<file path="config.mk">
export PLATFORM = sky130hd
export DESIGN_NAME = barrett_rr_arbiter
export DESIGN_NICKNAME = d
export VERILOG_FILES = /design/src/rtl/barrett_rr_arbiter.sv
export SDC_FILE = /design/constraint.sdc
export NUM_CORES = 1
export LEC_CHECK = 0
export BUFFER_PORTS_ARGS = -buffer_cell sky130_fd_sc_hd__buf_4
export CORE_UTILIZATION = 48
export CTS_CLUSTER_DIAMETER = 80
export DETAILED_ROUTE_END_ITERATION = 10
export PLACE_DENSITY = 0.84
export SLEW_MARGIN = 25
export SYNTH_ARGS = -nofsm -noshare
export SYNTH_HDL_FRONTEND = slang
export SYNTH_SLANG_ARGS = --single-unit
</file>
<file path="constraint.sdc">
create_clock -name clk -period 5.4 [get_ports clk]
set_input_delay 1.08 -clock clk [delete_from_list [all_inputs] [get_ports clk]]
set_output_delay 1.08 -clock clk [all_outputs]
set_load 0.005 [all_outputs]
</file>
<file path="src/rtl/barrett_rr_arbiter.sv">
// barrett_rr_arbiter: two-way round-robin front end for a fixed-latency barrett reducer with tagged response routing
module barrett_rr_arbiter #(
    parameter int data_size = 32,
    parameter int LATENCY   = 1
) (
    input  logic                   clk,
    input  logic                   rst,
    input  logic                   req_valid_0,
    input  logic                   req_valid_1,
    input  logic [data_size-1:0]   req_data_0,
    input  logic [data_size-1:0]   req_data_1,
    output logic                   req_ready_0,
    output logic                   req_ready_1,
    input  logic                   drain,
    output logic [data_size-1:0]   red_x,
    output logic                   red_valid,
    input  logic [data_size/2-1:0] red_result,
    output logic                   rsp_valid_0,
    output logic                   rsp_valid_1,
    output logic [data_size/2-1:0] rsp_data,
    output logic                   idle,
    output logic [15:0]            issued_count
);
    logic               last_grant;
    logic               red_id;
    logic               acc;
    logic [LATENCY-1:0] tag_v;
    logic [LATENCY-1:0] tag_id;
    logic               tv;
    logic               tid;
    always_comb begin
        req_ready_0 = !rst && !drain && req_valid_0 && (!req_valid_1 || last_grant);
        req_ready_1 = !rst && !drain && req_valid_1 && (!req_valid_0 || !last_grant);
        acc         = req_ready_0 || req_ready_1;
        tv          = tag_v[LATENCY-1];
        tid         = tag_id[LATENCY-1];
        idle        = !red_valid && !(|tag_v) && !rsp_valid_0 && !rsp_valid_1;
    end
    always_ff @(posedge clk) begin
        if (rst) begin
            last_grant   <= 1'b1;
            red_valid    <= 1'b0;
            red_id       <= 1'b0;
            red_x        <= '0;
            tag_v        <= '0;
            tag_id       <= '0;
            rsp_valid_0  <= 1'b0;
            rsp_valid_1  <= 1'b0;
            rsp_data     <= '0;
            issued_count <= '0;
        end else begin
            last_grant   <= acc ? req_ready_1 : last_grant;
            red_valid    <= acc;
            red_id       <= acc ? req_ready_1 : red_id;
            red_x        <= acc ? (req_ready_1 ? req_data_1 : req_data_0) : red_x;
            // tag enters alongside red_valid so it leaves when red_result is valid
            tag_v        <= LATENCY'({tag_v, red_valid});
            tag_id       <= LATENCY'({tag_id, red_id});
            rsp_valid_0  <= tv && !tid;
            rsp_valid_1  <= tv && tid;
            rsp_data     <= tv ? red_result : rsp_data;
            issued_count <= issued_count + 16'(acc);
        end
    end
endmodule

</file>
==> results.yml, run 1 <==
run_status:
  outcome: "finished clean"
clock_tree:
  root_buffer: "clkbuf_8"
  clockBufferDepth: 2
  cts_inserted_buffers: 9
  insertion_delay_ps: 340
  cts_resized: 0
  cts_sinks: 71
  ctsHoldBuffers: 0
  cts_tree: "done"
  htreeDepth: 3
  post-cts-setup-buffer-count: 0
  clkTransAtPathRegs_ps: 70
setup_path:
  critPathMaxFanout: 71
  crit_required_ps: 4320
  start_kind: "input port"
  cp-end-kind: "output port"
  crit_type: "input port to output port"
  crit_arrival_ps: 2870
die:
  ios: 155
  die_w_um: 80.35
  core_area_sq_um: 5921
  die_area_sq_um: 6456
  rows: 28
  die_h_um: 80.35
  start_util_pct: 49.77
logic_synthesis:
  synth_top_area_share_pct: 48.24
  synth_compound_area_share_pct: 11.68
  synth.distinct_cells: 39
  ys_seq_area_share_pct: 48.24
  synth_xor_area_share_pct: 3.270
  synthSimpleGateAreaFrac_pct: 25.10
  syn-cell-area_sq_um: 2947
  synthesis.nets: 420
  synth_mux_area_share_pct: 5.435
  synth_area_leaders: "dfxtp_1 (48%), a311oi_1 (9.5%), nand2_1 (8.9%), nor2_1 (7.8%), mux2i_1 (5.4%)"
  synth_top_family_by_area: "simple AND/OR/NAND/NOR gates"
  syn_inst: 333
  yosys_warnings: 0
  synthAdderAreaFrac_pct: 0.8493
  ys_seq_elements: 71
  synth_top_area_cell: "dfxtp_1"
  avgSynthCellArea_sq_um: 8.849
grt:
  grt_usage_pct: 23.80
  grt_pass1_vias: 2634
  antenna_found_initial: 0
  grt_pass1_wl_mm: 11.67
  grt_max_degree: 72
  grt_overflow_total: 0
route:
  first_iter_violations: 155
  antenna_left: 0
  vias: 2879
  first_pass_iters: 4
  viasPerCell: 5.187
  drc: 0
  finalWirelength_mm: 7.436
  wire_per_inst_um: 13.40
timing:
  rsz0062_at_grt: "false"
  hold_ws_ps: 410.2
  maxSlewViolCount: 0
  max_slew_margin_pct: 36.40
  setup_viol: 0
  hold_violations: 0
  max_freq_ghz: 0.2535
  skew_ps: 4.346
  worst_pin_slew_ps: 952.7
  fin_setup_tns_ps: 0
  period_minus_slack_ps: 3945
  finalCritPeriodShare_pct: 73.06
pwr:
  p_leak_uw: 0.001901
  ir_drop_uv: 156.4
  powerDensity_nw_per_um2: 276.6
  power_uw: 1188
layout:
  areaGrowthSynthToFinish_pct: 45.73
  drive_gt1_share_pct: 37.71
  fillers: 462
  antenna_cells: 0
  layout.nets: 563
place:
  port_buffers: 154
  place_congestion: 0.7415
  hpwl_mm: 5.258
worst_hold_path:
  hold_path_class: "register to register"
flow_run:
  maxCapViolCount: 0
per-stage QoR:
step	cell area, sq um	cells	utilization [%]	setup slack (ps)
after floorplan	2947	333	-	2376
after global placement	4064	540	68.64	1453
after detailed placement	4064	540	68.64	1441
after CTS	4294	555	72.53	1450
after global routing	4294	555	72.53	1279
final	4294	555	72.53	1455
area by class of cell:
cell class | instances | area (sq um) | area share [%]
sequential | 71 | 1421 | 33.10
multi-input combinational | 234 | 1365 | 31.79
timing repair buffer | 155 | 1164 | 27.10
clock buffer | 12 | 165.2 | 3.846
tap | 75 | 93.84 | 2.185
clock inverter | 3 | 65.06 | 1.515
inverter | 5 | 20.02 | 0.4662
critical path, cell delays in order:
cell and delay (ps):
buf_4 570, nor2_8 50, nand3_4 340, clkinv_2 490, buf_4 300
worst paths after layout:
path | to | depth (start not counted) | slack, ps | from
min | rsp_valid_0$_SDFF_PP0_ | 1 | 410 | tag_id$_SDFF_PP0_
max reg2reg | issued_count[12]$_SDFF_PP0_ | 6 | 3600 | issued_count[0]$_SDFF_PP0_
max | req_ready_1 | 5 | 1450 | rst
min reg2reg | rsp_valid_0$_SDFF_PP0_ | 1 | 410 | tag_id$_SDFF_PP0_
power breakdown:
part	internal (uW)	leakage (uW)	switching [uW]
sequential	546	0.000579	14.3
combinational	87.2	0.00120	60.6
clock	295	0.000118	185
total	928	0.00190	260
synthesized netlist by cell type (all sizes together):
cell / count
a211o: 1
a21oi: 3
a311oi: 32
a31o: 1
and3: 1
and3b: 1
buf: 19
clkbuf: 4
clkinv: 1
dfxtp: 71
ha: 2
inv: 4
mux2i: 16
nand2: 70
nand2b: 4
nand3: 6
nand4: 3
nor2: 64
nor2b: 3
nor3: 3
nor3b: 1
nor4: 5
o21a: 2
o21ai: 3
or3: 2
xnor2: 9
xor2: 2
registers in the layout, summed over array words and instances (netlist names):
signal        cells
red_id            1
rsp_valid_1       1
tag_v             1
rsp_data         16
issued_count     16
rsp_valid_0       1
red_valid         1
last_grant        1
tag_id            1
red_x            32
placed cells by master (no fill, tap or decap), drive strengths merged:
cell type | Yosys | final
bufinv | 0 | 2
nor3b | 1 | 1
o21a | 2 | 2
o21ai | 3 | 3
nor2b | 3 | 3
dfxtp | 71 | 71
xnor2 | 9 | 9
a211o | 1 | 1
a31o | 1 | 1
inv | 4 | 4
mux2i | 16 | 16
a21oi | 3 | 3
and3 | 1 | 1
or3 | 2 | 2
a311oi | 32 | 32
nand2 | 70 | 70
nor2 | 64 | 64
clkbuf | 4 | 12
nand2b | 4 | 4
nand3 | 6 | 6
and3b | 1 | 1
clkinv | 1 | 2
nand4 | 3 | 3
buf | 19 | 155
ha | 2 | 2
nor4 | 5 | 5
nor3 | 3 | 3
xor2 | 2 | 2
kinds of logic after synthesis:
family | after synthesis
AOI/OAI and AO/OA | 42
xor gates and xnor gates | 11
adders and majority gates | 2
buffers and inverters | 28
DFF | 71
muxes | 16
and+or+nand+nor | 163
metal layers:
metal	vias up	wire length, um	GRT usage [%]
met5	-	0	0
met4	0	99	10.36
met3	9	679	10.00
met2	125	3678	39.07
met1	1321	2977	26.82
li1	1424	-	-
No activity file was read; power rests on OpenSTA's default activity.
==> run 2: changes to the inputs <==
- ABC_AREA: not set -> 1
- CORE_UTILIZATION: 48 -> 42
- PLACE_DENSITY: 0.84 -> 0.77
- clock period: 5.4 -> 3.26 ns (I/O delays scaled with it)
==> results.yml, run 2 <==
run_status:
  outcome: "finished clean"
grt:
  antenna_found_initial: 0
  grt_overflow_total: 0
  grt_pass1_vias: 2944
  grt_pass1_wl_mm: 12.36
  grt_usage_pct: 20.07
  grt_max_degree: 66
logic_synthesis:
  synth_top_family_by_area: "simple AND/OR/NAND/NOR gates"
  synth_common_cells: "nand2_1 (127), dfxtp_1 (71), nor2_1 (59), inv_1 (45), nand3_1 (38)"
  synth_top_area_cell: "dfxtp_1"
  synth.distinct_cells: 26
  synth_edf_count: 0
  yosysMostFrequentCell: "nand2_1"
  yosys_warnings: 0
  synth_area_leaders: "dfxtp_1 (44%), nand2_1 (15%), o21a_1 (7.7%), nor2_1 (6.9%), nand3_1 (5.9%)"
  avgSynthCellArea_sq_um: 7.208
  syn-cell-area_sq_um: 3201
  synthFlopType: "dfxtp_1"
  synthArstFlopShare_pct: 0
  synthesis.nets: 531
  synth_compound_area_share_pct: 12.20
  syn_inst: 444
  synth_mux_area_share_pct: 0
  ys_seq_elements: 71
  synthAdderAreaFrac_pct: 0.7819
  synth_xor_area_share_pct: 1.095
  synth_top_area_share_pct: 44.41
  ys_seq_area_share_pct: 44.41
  synthSimpleGateAreaFrac_pct: 30.81
setup_path:
  crit_arrival_ps: 1560
  crit_path_start: "rst"
  cp_common_cell: "buf_4"
  critPathMaxFanout: 35
  cpPeakStageDelay_ps: 310
  slowest_stage: "nand3_4"
  crit_family: "simple AND/OR/NAND/NOR gates"
  crit_buf_inv: 3
  crit_type: "input port to output port"
  crit_chain: "buf_4 > nor2_8 > nand3_4 > inv_2 > buf_4"
  start_kind: "input port"
  cp-end-kind: "output port"
  crit_required_ps: 2610
  worstReg2RegStart: "tag_v$_SDFF_PP0_"
timing:
  finalCritPeriodShare_pct: 67.94
  skew_ps: 12.89
  rsz0062_at_grt: "false"
  hold_violations: 0
  worst_pin_slew_ps: 856.3
  fin_setup_tns_ps: 0
  setup_viol: 0
  maxSlewViolCount: 0
  period_minus_slack_ps: 2215
  max_freq_ghz: 0.4515
  max_slew_margin_pct: 42.83
layout:
  regMostFlops: "red_x"
  final_common_cell: "buf_4"
  multi_input_area_sq_um: 1436
  final_cells: 692
  final_cell_mix: "buf_4 (156), nand2_1 (127), dfxtp_1 (71)"
  areaGrowthSynthToFinish_pct: 41.32
  final_area_sq_um: 4523
  reg.largest.list: "red_x (32), issued_count (16), rsp_data (16)"
  fillers: 684
  antenna_cells: 0
  drive_gt1_share_pct: 30.02
  layout.nets: 675
  largest_register_ffs: 32
  final-seq-area_sq_um: 1421
route:
  antenna_left: 0
  first_pass_iters: 4
  viasPerCell: 4.660
  wire_per_inst_um: 11.26
  vias: 3225
  finalWirelength_mm: 7.791
  drc: 0
  first_iter_violations: 77
place:
  dpl.cell_count: 676
  port_buffers: 154
  hpwl_mm: 5.811
  dpl-instance-area_sq_um: 4333
  place_congestion: 0.8422
flow_run:
  maxCapViolCount: 0
die:
  ios: 155
  die_area_sq_um: 7974
  die_h_um: 89.30
  core_area_sq_um: 7292
  start_util_pct: 43.89
  die_w_um: 89.30
  rows: 31
clock_tree:
  cts_sinks: 71
  post-cts-setup-buffer-count: 0
  ctsHoldBuffers: 0
  clkTransAtPathRegs_ps: 60
  cts_resized: 0
  clockBufferDepth: 2
  htreeDepth: 3
  insertion_delay_ps: 330
  root_buffer: "clkbuf_8"
  cts_inserted_buffers: 9
  cts_tree: "done"
pwr:
  powerDensity_nw_per_um2: 422.7
  ir_drop_uv: 242.6
  power_uw: 1912
  p_leak_uw: 0.002340
worst_hold_path:
  hp-start: "tag_id$_SDFF_PP0_"
  hold_path_class: "register to register"
==> run 2: cell types whose count changed in the layout (fill, tap and decap cells not counted), sizes merged, moves of 8 or more <==
cell    before  now
o21a         2   33
xnor2        9    1
nand2       70  130
mux2i       16    0
inv          4   47
nand3        6   39
o21ai        3   20
a311oi      32    0
==> run 2: final cells by class <==
type,count,area share [%]
Clock buffer,12,3.209
Clock inverter,4,0.9959
Inverter,48,3.983
Multi-Input combinational cell,302,31.76
Sequential cell,71,31.42
Tap cell,99,2.739
Timing Repair Buffer,156,25.89
==> run 2: per-stage QoR <==
stage / worst slack, ps / util (%) / hold WS, ps
after floorplan: 947.2 / - / 397.8
after global placement: 1037 / 59.42 / 407.2
after detailed placement: 978.8 / 59.42 / 415.9
after CTS: 1033 / 62.03 / 432.8
after global routing: 906.7 / 62.03 / 460.7
final: 1045 / 62.03 / 426.6
==> run 2: cells by family (layout without fill, tap and decap cells) <==
family,count (synthesis),after routing
flip-flops,71,71
AO/OA/AOI/OAI,61,61
XOR/XNOR,4,4
buffers and inverters,71,220
AND/OR/NAND/NOR,235,235
adder cells (fa/ha/maj),2,2
==> run 2: power by group <==
part           switching (uW)  internal (uW)  leakage (uW)
combinational             128            171       0.00166
sequential               27.8            916      0.000581
clock                     297            371      0.000100
total                     453           1460       0.00234
==> run 2: per-layer routing <==
layer  GRT usage, %  part of all wire, %
met1          22.16                   42
met2          35.39                   48
met3          7.018                  7.8
met4          7.792                  1.6
met5              0                    0
==> run 2: path summary, 6_finish.rpt <==
path                                    to  slack [ps]  cells after the start
setup / recovery               req_ready_1        1050                      5
hold / removal      rsp_valid_0$_SDFF_PP0_         430                      1
setup reg to reg  rsp_data[3]$_SDFFE_PP0P_        1550                      3
hold reg to reg     rsp_valid_0$_SDFF_PP0_         430                      1
==> run 3: changes to the inputs <==
- clock period: 3.26 -> 1.8 ns (I/O delays scaled with it)
==> results.yml, run 3 (synthesis results as in run 2) <==
route:
  drc: 0
  vias: 3266
  first_pass_iters: 4
  antenna_left: 0
  wire_per_inst_um: 11.52
  finalWirelength_mm: 8.039
  viasPerCell: 4.679
  first_iter_violations: 53
setup_path:
  crit_type: "register to output port"
  cp-end-kind: "output port"
  crit_chain: "nand2_1 > nand3_4 > inv_2 > buf_4"
  start_kind: "register"
  crit_required_ps: 1440
  slowest_stage: "dfxtp_1"
  crit_arrival_ps: 1280
  critPathMaxFanout: 12
  cpPeakStageDelay_ps: 310
layout:
  drive_gt1_share_pct: 31.39
  reg.largest.list: "red_x (32), issued_count (16), rsp_data (16)"
  largest_register_ffs: 32
  layout.nets: 681
  regMostFlops: "red_x"
  antenna_cells: 0
  fillers: 685
  areaGrowthSynthToFinish_pct: 45.31
  final_common_cell: "buf_4"
  final_cell_mix: "buf_4 (159), nand2_1 (127), dfxtp_1 (71)"
timing:
  max_freq_ghz: 0.6113
  setup_viol: 0
  worst_pin_slew_ps: 468.1
  hold_ws_ps: 244.6
  setup_ws_ps: 164.1
  skew_ps: 7.151
  maxSlewViolCount: 0
  finalCritPeriodShare_pct: 90.89
  period_minus_slack_ps: 1636
  hold_violations: 0
  rsz0062_at_grt: "false"
  max_slew_margin_pct: 68.60
grt:
  grt_pass1_wl_mm: 12.43
  grt_usage_pct: 20.54
  grt_overflow_total: 0
  grt_max_degree: 66
  grt_pass1_vias: 2875
  antenna_found_initial: 0
clock_tree:
  clkTransAtPathRegs_ps: 70
  cts_resized: 0
  insertion_delay_ps: 330
  clockBufferDepth: 2
  cts_sinks: 71
  post-cts-setup-buffer-count: 0
  cts_tree: "done"
  cts_inserted_buffers: 9
  ctsHoldBuffers: 0
  root_buffer: "clkbuf_8"
  htreeDepth: 3
die:
  die_h_um: 89.30
  die_w_um: 89.30
  core_area_sq_um: 7292
  start_util_pct: 43.89
  die_area_sq_um: 7974
  rows: 31
  ios: 155
run_status:
  outcome: "finished clean"
pwr:
  powerDensity_nw_per_um2: 751.2
  ir_drop_uv: 337.5
  p_leak_uw: 0.002376
place:
  port_buffers: 154
  dpl_worst_slack_ps: -0.2536
  hpwl_mm: 6.106
  place_congestion: 0.8356
worst_hold_path:
  hold_path_class: "input port to register"
flow_run:
  maxCapViolCount: 0
-- run 3: per-stage QoR --
step	area (sq um)	power (uW)	util (%)	TNS [ps]	instances
3_3_place_gp	4461	2305	61.17	0	682
6_report	4651	3494	63.78	0	698
2_1_floorplan	3254	2000	-	-211.5	444
4_1_cts	4651	3543	63.78	0	698
5_1_grt	4651	3676	63.78	0	698
3_5_place_dp	4461	2321	61.17	-0.2536	682
-- run 3: critical path: cells and delay by family, from the launching register on --
family                 cells  cell delay [ps]
buffers and inverters      2              370
AND/OR/NAND/NOR            2              260
flip-flops                 1              310
-- run 3: metal layers --
| layer | global-route usage, % | share of wire, % | up-vias |
|---|---|---|---|
| met3 | 7.202 | 8.0 | 14 |
| met4 | 9.091 | 1.9 | 0 |
| li1 | - | - | 1687 |
| met5 | 0 | 0 | - |
| met2 | 35.11 | 49 | 112 |
| met1 | 23.11 | 41 | 1453 |
-- run 3: final timing paths --
| kind | start | to | slack [ps] | cells after the start |
|---|---|---|---|---|
| max | last_grant$_SDFFE_PP1N_ | req_ready_1 | 160 | 4 |
| min | red_result[11] | rsp_data[11]$_SDFFE_PP0P_ | 240 | 3 |
| max reg2reg | tag_v$_SDFF_PP0_ | rsp_data[10]$_SDFFE_PP0P_ | 410 | 4 |
| min reg2reg | red_id$_SDFFE_PP0N_ | tag_id$_SDFF_PP0_ | 440 | 2 |
-- run 3: cell type report --
| cell class | count | area [sq um] | area share [%] |
|---|---|---|---|
| Sequential cell | 71 | 1421 | 30.56 |
| Tap cell | 99 | 123.9 | 2.663 |
| Clock inverter | 4 | 45.04 | 0.9685 |
| Multi-Input combinational cell | 302 | 1481 | 31.85 |
| Inverter | 48 | 180.2 | 3.874 |
| Clock buffer | 12 | 145.1 | 3.121 |
| Timing Repair Buffer | 162 | 1254 | 26.96 |
-- run 3: power by group --
group | leakage, uW | internal [uW] | switching (uW)
combinational | 0.00169 | 328 | 242
sequential | 0.000581 | 1660 | 48.4
clock | 0.000100 | 672 | 543
